==> src/rtl/dff_share_arbiter.sv <==
// Round-robin arbiter that funnels N_REQ valid/ready producers into one shared
// output register, tagging each held word with its source index.

package dffx;
  parameter int dff_bits_count = 8;
endpackage

module dff_share_arbiter #(
  parameter int BITS_COUNT = dffx::dff_bits_count,
  parameter int N_REQ      = 4,
  parameter int COUNT_BITS = 16,
  localparam int SRC_BITS  = $clog2(N_REQ)
) (
  input  logic                        clk,
  input  logic                        reset_n,
  input  logic [N_REQ-1:0]            req_valid,
  input  logic [N_REQ*BITS_COUNT-1:0] req_data,
  output logic [N_REQ-1:0]            req_ready,
  output logic                        out_valid,
  output logic [BITS_COUNT-1:0]       out_data,
  output logic [SRC_BITS-1:0]         out_src,
  input  logic                        out_ready,
  output logic [COUNT_BITS-1:0]       xfer_count
);

  typedef enum logic {
    ST_EMPTY = 1'b0,
    ST_FULL  = 1'b1
  } state_t;

  state_t                r_state;
  state_t                w_state_nxt;
  logic                  w_can_load;
  logic                  w_found;
  logic                  w_load;
  logic [SRC_BITS-1:0]   w_winner;
  logic [SRC_BITS-1:0]   w_cand;
  logic [SRC_BITS-1:0]   r_last_grant;
  logic [SRC_BITS-1:0]   r_src;
  logic [BITS_COUNT-1:0] w_win_data;
  logic [BITS_COUNT-1:0] r_data;
  logic [COUNT_BITS-1:0] r_count;

  // Search starts one past the last grant, so the previous winner is tried last.
  always_comb begin
    w_found  = 1'b0;
    w_winner = '0;
    w_cand   = '0;
    for (int k = 1; k <= N_REQ; k++) begin
      w_cand = SRC_BITS'((int'(r_last_grant) + k) % N_REQ);
      if (!w_found && req_valid[w_cand]) begin
        w_found  = 1'b1;
        w_winner = w_cand;
      end else begin
        w_found  = w_found;
      end
    end
  end

  always_comb begin
    w_win_data = '0;
    for (int i = 0; i < N_REQ; i++) begin
      if (w_winner == SRC_BITS'(i)) begin
        w_win_data = req_data[i*BITS_COUNT +: BITS_COUNT];
      end else begin
        w_win_data = w_win_data;
      end
    end
  end

  always_ff @(posedge clk or negedge reset_n) begin
    if (!reset_n) begin
      r_state <= ST_EMPTY;
    end else begin
      r_state <= w_state_nxt;
    end
  end

  always_comb begin
    w_state_nxt = r_state;
    case (r_state)
      ST_EMPTY: begin
        if (w_load) w_state_nxt = ST_FULL;
        else        w_state_nxt = ST_EMPTY;
      end
      ST_FULL: begin
        if (w_load)         w_state_nxt = ST_FULL;
        else if (out_ready) w_state_nxt = ST_EMPTY;
        else                w_state_nxt = ST_FULL;
      end
      default: w_state_nxt = ST_EMPTY;
    endcase
  end

  // reset_n only masks the handshake output so no flop sees it as data.
  always_comb begin
    w_can_load = (r_state == ST_EMPTY) | out_ready;
    w_load     = w_can_load & w_found;
    out_valid  = (r_state == ST_FULL);
    req_ready  = '0;
    if (w_load) begin
      req_ready[w_winner] = reset_n;
    end else begin
      req_ready = '0;
    end
  end

  always_ff @(posedge clk or negedge reset_n) begin
    if (!reset_n) begin
      r_data       <= '0;
      r_src        <= '0;
      r_last_grant <= SRC_BITS'(N_REQ - 1);
      r_count      <= '0;
    end else if (w_load) begin
      r_data       <= w_win_data;
      r_src        <= w_winner;
      r_last_grant <= w_winner;
      r_count      <= r_count + COUNT_BITS'(1);
    end else begin
      r_data       <= r_data;
      r_src        <= r_src;
      r_last_grant <= r_last_grant;
      r_count      <= r_count;
    end
  end

  assign out_data   = r_data;
  assign out_src    = r_src;
  assign xfer_count = r_count;

endmodule
==> config.mk <==
export PLATFORM = sky130hd
export DESIGN_NAME = dff_share_arbiter
export DESIGN_NICKNAME = d
export VERILOG_FILES = /design/src/rtl/dff_share_arbiter.sv
export SDC_FILE = /design/constraint.sdc
export NUM_CORES = 1
export LEC_CHECK = 0
export CAP_MARGIN = 30
export CORE_MARGIN = 2
export CORE_UTILIZATION = 45
export DETAILED_ROUTE_END_ITERATION = 6
export PLACE_DENSITY_LB_ADDON = 0.05
export RECOVER_POWER = 100
export REMOVE_ABC_BUFFERS = 1
export SLEW_MARGIN = 20
export SYNTH_ARGS = -nofsm -noshare
export SYNTH_HDL_FRONTEND = slang
export SYNTH_SLANG_ARGS = --single-unit
==> constraint.sdc <==
create_clock -name clk -period 3.47 [get_ports clk]
set_input_delay 0.694 -clock clk [delete_from_list [all_inputs] [get_ports clk]]
set_output_delay 0.694 -clock clk [all_outputs]
set_load 0.005 [all_outputs]
==> impl_metrics.yaml <==
routing:
  wl_um: 4050
  via_count: 1509
  drtPass1Iterations: 4
  antenna_left: 0
  drtIter0Drc: 51
  remaining_drc_errors: 0
  via_per_inst: 5.31
  wire_per_inst_um: 14.3
min_path:
  hp-start: "xfer_count[15]$_DFFE_PN0P_"
  hold_depth: 1
  hp-class: "reg2reg"
  hold_path_end: "xfer_count[15]$_DFFE_PN0P_"
global_routing:
  grt_max_degree: 27
  grt_antenna_before_repair: 0
  grt_pass1_wl_um: 6920
  grt_overflow_total: 0
  grt_pass1_vias: 1544
  gr-usage-all-layers: 0.219
die:
  ios: 70
  dieArea_mm2: 0.00407
  fp.dieW_um: 63.8
  core_mm2: 0.00339
  start_util: 0.475
  dieHeight_um: 63.8
  row_count: 21
critical_path:
  ff2ff_path_depth: 6
  r2r_setup_slack_ps: 1220
  crit_slowest_cell: "clkdlybuf4s50_1"
  startpoint_type: "input pin"
  end_kind: "output port"
  path_common_cell: "clkdlybuf4s50_1"
  path_cells: "clkdlybuf4s50_1, nand2b_1, a21bo_1, a21o_1, nor2b_1, clkdlybuf4s50_1"
  r2r_start: "r_last_grant[1]$_DFFE_PN1P_"
  cp.arrival_ps: 2640
  max_stage_delay_ps: 510
  required_ps: 2780
  critPathMaxFanout: 8
  worst_r2r_endpoint: "out_data[1]$_DFFE_PN0P_"
  crit_type: "in2out"
run_status:
  status: "finished clean"
synth:
  syn_inst: 160
  synthMostInstantiatedCell: "dfrtp_1"
  synthTopCellsByCount: "dfrtp_1, nand3_1, nand2_1, nor2_1, xnor2_1"
  yosys_warnings: 0
  async_reset_ff_frac: 1.00
  synth.top_cell.area_share: 0.420
  yosysSeqAreaShare: 0.453
  ys.flop_type: "dfrtp_1"
  synth_edf_count: 0
  ys_ff_latch: 29
  syn_area_per_cell_um2: 10.1
  synthTopCellsByArea: "dfrtp_1, xnor2_1, mux2i_1"
  ys_types: 34
  synth_area_leader_cell: "dfrtp_1"
  synthesis.area_mm2: 0.00161
clocking:
  numCtsBuffers: 5
  clk_pin_slew_worst_paths_ps: 100
  cts_root_buf: "clkbuf_4"
  htreeDepth: 2
  cts_resized: 0
  clk_latency_ps: 330
  post_cts_buffers: 0
  clkSinkCount: 29
  cts_hold_buf: 0
  clock_path_buffers: 2
  cts_tree: "done"
power_and_ir_drop:
  p_comb_frac: 0.378
  swShare: 0.330
  ir_worst_vdd_mv: 0.229
  seq_power_share: 0.443
  power.internal_w: 0.000747
  powerDensity_mw_per_mm2: 462
  leakagePower_nw: 1.08
  p_switching_w: 0.000368
  p_clk_frac: 0.179
layout:
  drive_gt1_frac: 0.0798
  n_antenna_cell: 0
  layout.nets: 277
  final_area_mm2: 0.00241
  syn_to_final_growth_pct: 49.8
  n_fill_cell: 278
  fin_util: 0.711
timing:
  rsz0062_at_grt: "no"
  period_share: 0.960
  whs_ps: 487
  setup-tns-final_ps: 0
  slew_headroom: 0.0941
  fin_crit_ps: 3330
  final_hold_viol_count: 0
  final_max_slew_viol_count: 0
  setup_viol: 0
  worst_slew_pin_slew_ps: 1360
  max_clock_freq_mhz: 300
  finClkSkew_ps: 11.8
job:
  maxCapViolCount: 0
place:
  numPortBuffers: 69
  dp_hpwl_um: 3160
  gp_congestion: 0.860
  place_area_mm2: 0.00237
[flip-flops by register name, summed over array words and instances, names as in the netlist]
name	flops
out_data	8
out_src	2
out_valid	1
r_last_grant	2
xfer_count	16
[layout make-up]
| cell class | count | area [um2] | share of cell area |
|---|---|---|---|
| multi-input combinational | 120 | 820 | 0.340 |
| inverter | 4 | 15.0 | 0.00623 |
| sequential | 29 | 728 | 0.302 |
| clock buffer | 5 | 37.5 | 0.0156 |
| tap | 46 | 57.6 | 0.0239 |
| timing repair buffer | 77 | 736 | 0.305 |
| clock inverter | 3 | 17.5 | 0.00727 |
[worst max-delay path by stage]
stage / from / to / cells past startpoint
global route: req_valid[3] / req_ready[1] / 6
detailed placement: req_valid[1] / req_ready[2] / 6
CTS: req_valid[1] / req_ready[2] / 6
finish: req_valid[2] / req_ready[3] / 6
floorplan: req_valid[2] / req_ready[1] / 4
global placement: req_valid[1] / req_ready[0] / 6
[power groups by stage]
stage               Clock [W]  Combinational, W  Sequential [W]
global route         0.000221          0.000463        0.000507
global placement            0          0.000440        0.000497
finish               0.000199          0.000421        0.000494
floorplan                   0          0.000192        0.000492
CTS                  0.000206          0.000454        0.000498
detailed placement          0          0.000452        0.000502
[stage by stage]
step / instances / setup slack, ps / power (W)
2_1_floorplan: 153 / 926 / 0.000684
3_3_place_gp: 276 / 197 / 0.000937
3_5_place_dp: 276 / 175 / 0.000954
4_1_cts: 284 / 157 / 0.00116
5_1_grt: 284 / 4.35 / 0.00119
6_report: 284 / 139 / 0.00111
[worst max-delay path: cells and delay by family]
family	cells	cell delay (ps)
buf+inv	2	990
compound gates	2	560
simple gates	2	390
[routing by layer]
metal,part of all wire,track usage
met1,0.41,0.241
met2,0.53,0.401
met3,0.054,0.0475
met4,0.0081,0.0978
met5,0,0
[kinds of logic (layout without fill, tap and decap cells)]
family | after synthesis | count (layout) | synth area share
AOI/OAI and AO/OA | 22 | 22 | 0.111
xor gates and xnor gates | 15 | 15 | 0.0816
adders and majority gates | 1 | 1 | 0.00777
buffers and inverters | 11 | 89 | 0.0381
DFF | 29 | 29 | 0.453
muxes | 14 | 14 | 0.0980
and+or+nand+nor | 68 | 68 | 0.211
[placed cells by master (no fill, tap or decap), types with 3 or more instances in the layout]
| cell type | count |
|---|---|
| nand2_1 | 17 |
| dlygate4sd3_1 | 28 |
| clkbuf_4 | 5 |
| nor2_1 | 12 |
| mux2_4 | 3 |
| clkdlybuf4s50_1 | 41 |
| nand4_1 | 3 |
| and3_1 | 4 |
| nand3_1 | 18 |
| clkbuf_1 | 4 |
| a211oi_1 | 9 |
| nand2b_1 | 5 |
| xor2_1 | 4 |
| inv_1 | 4 |
| a221o_1 | 5 |
| mux2i_1 | 9 |
| buf_4 | 4 |
| xnor2_1 | 11 |
| dfrtp_1 | 27 |
No activity file was read; power rests on OpenSTA's default activity.
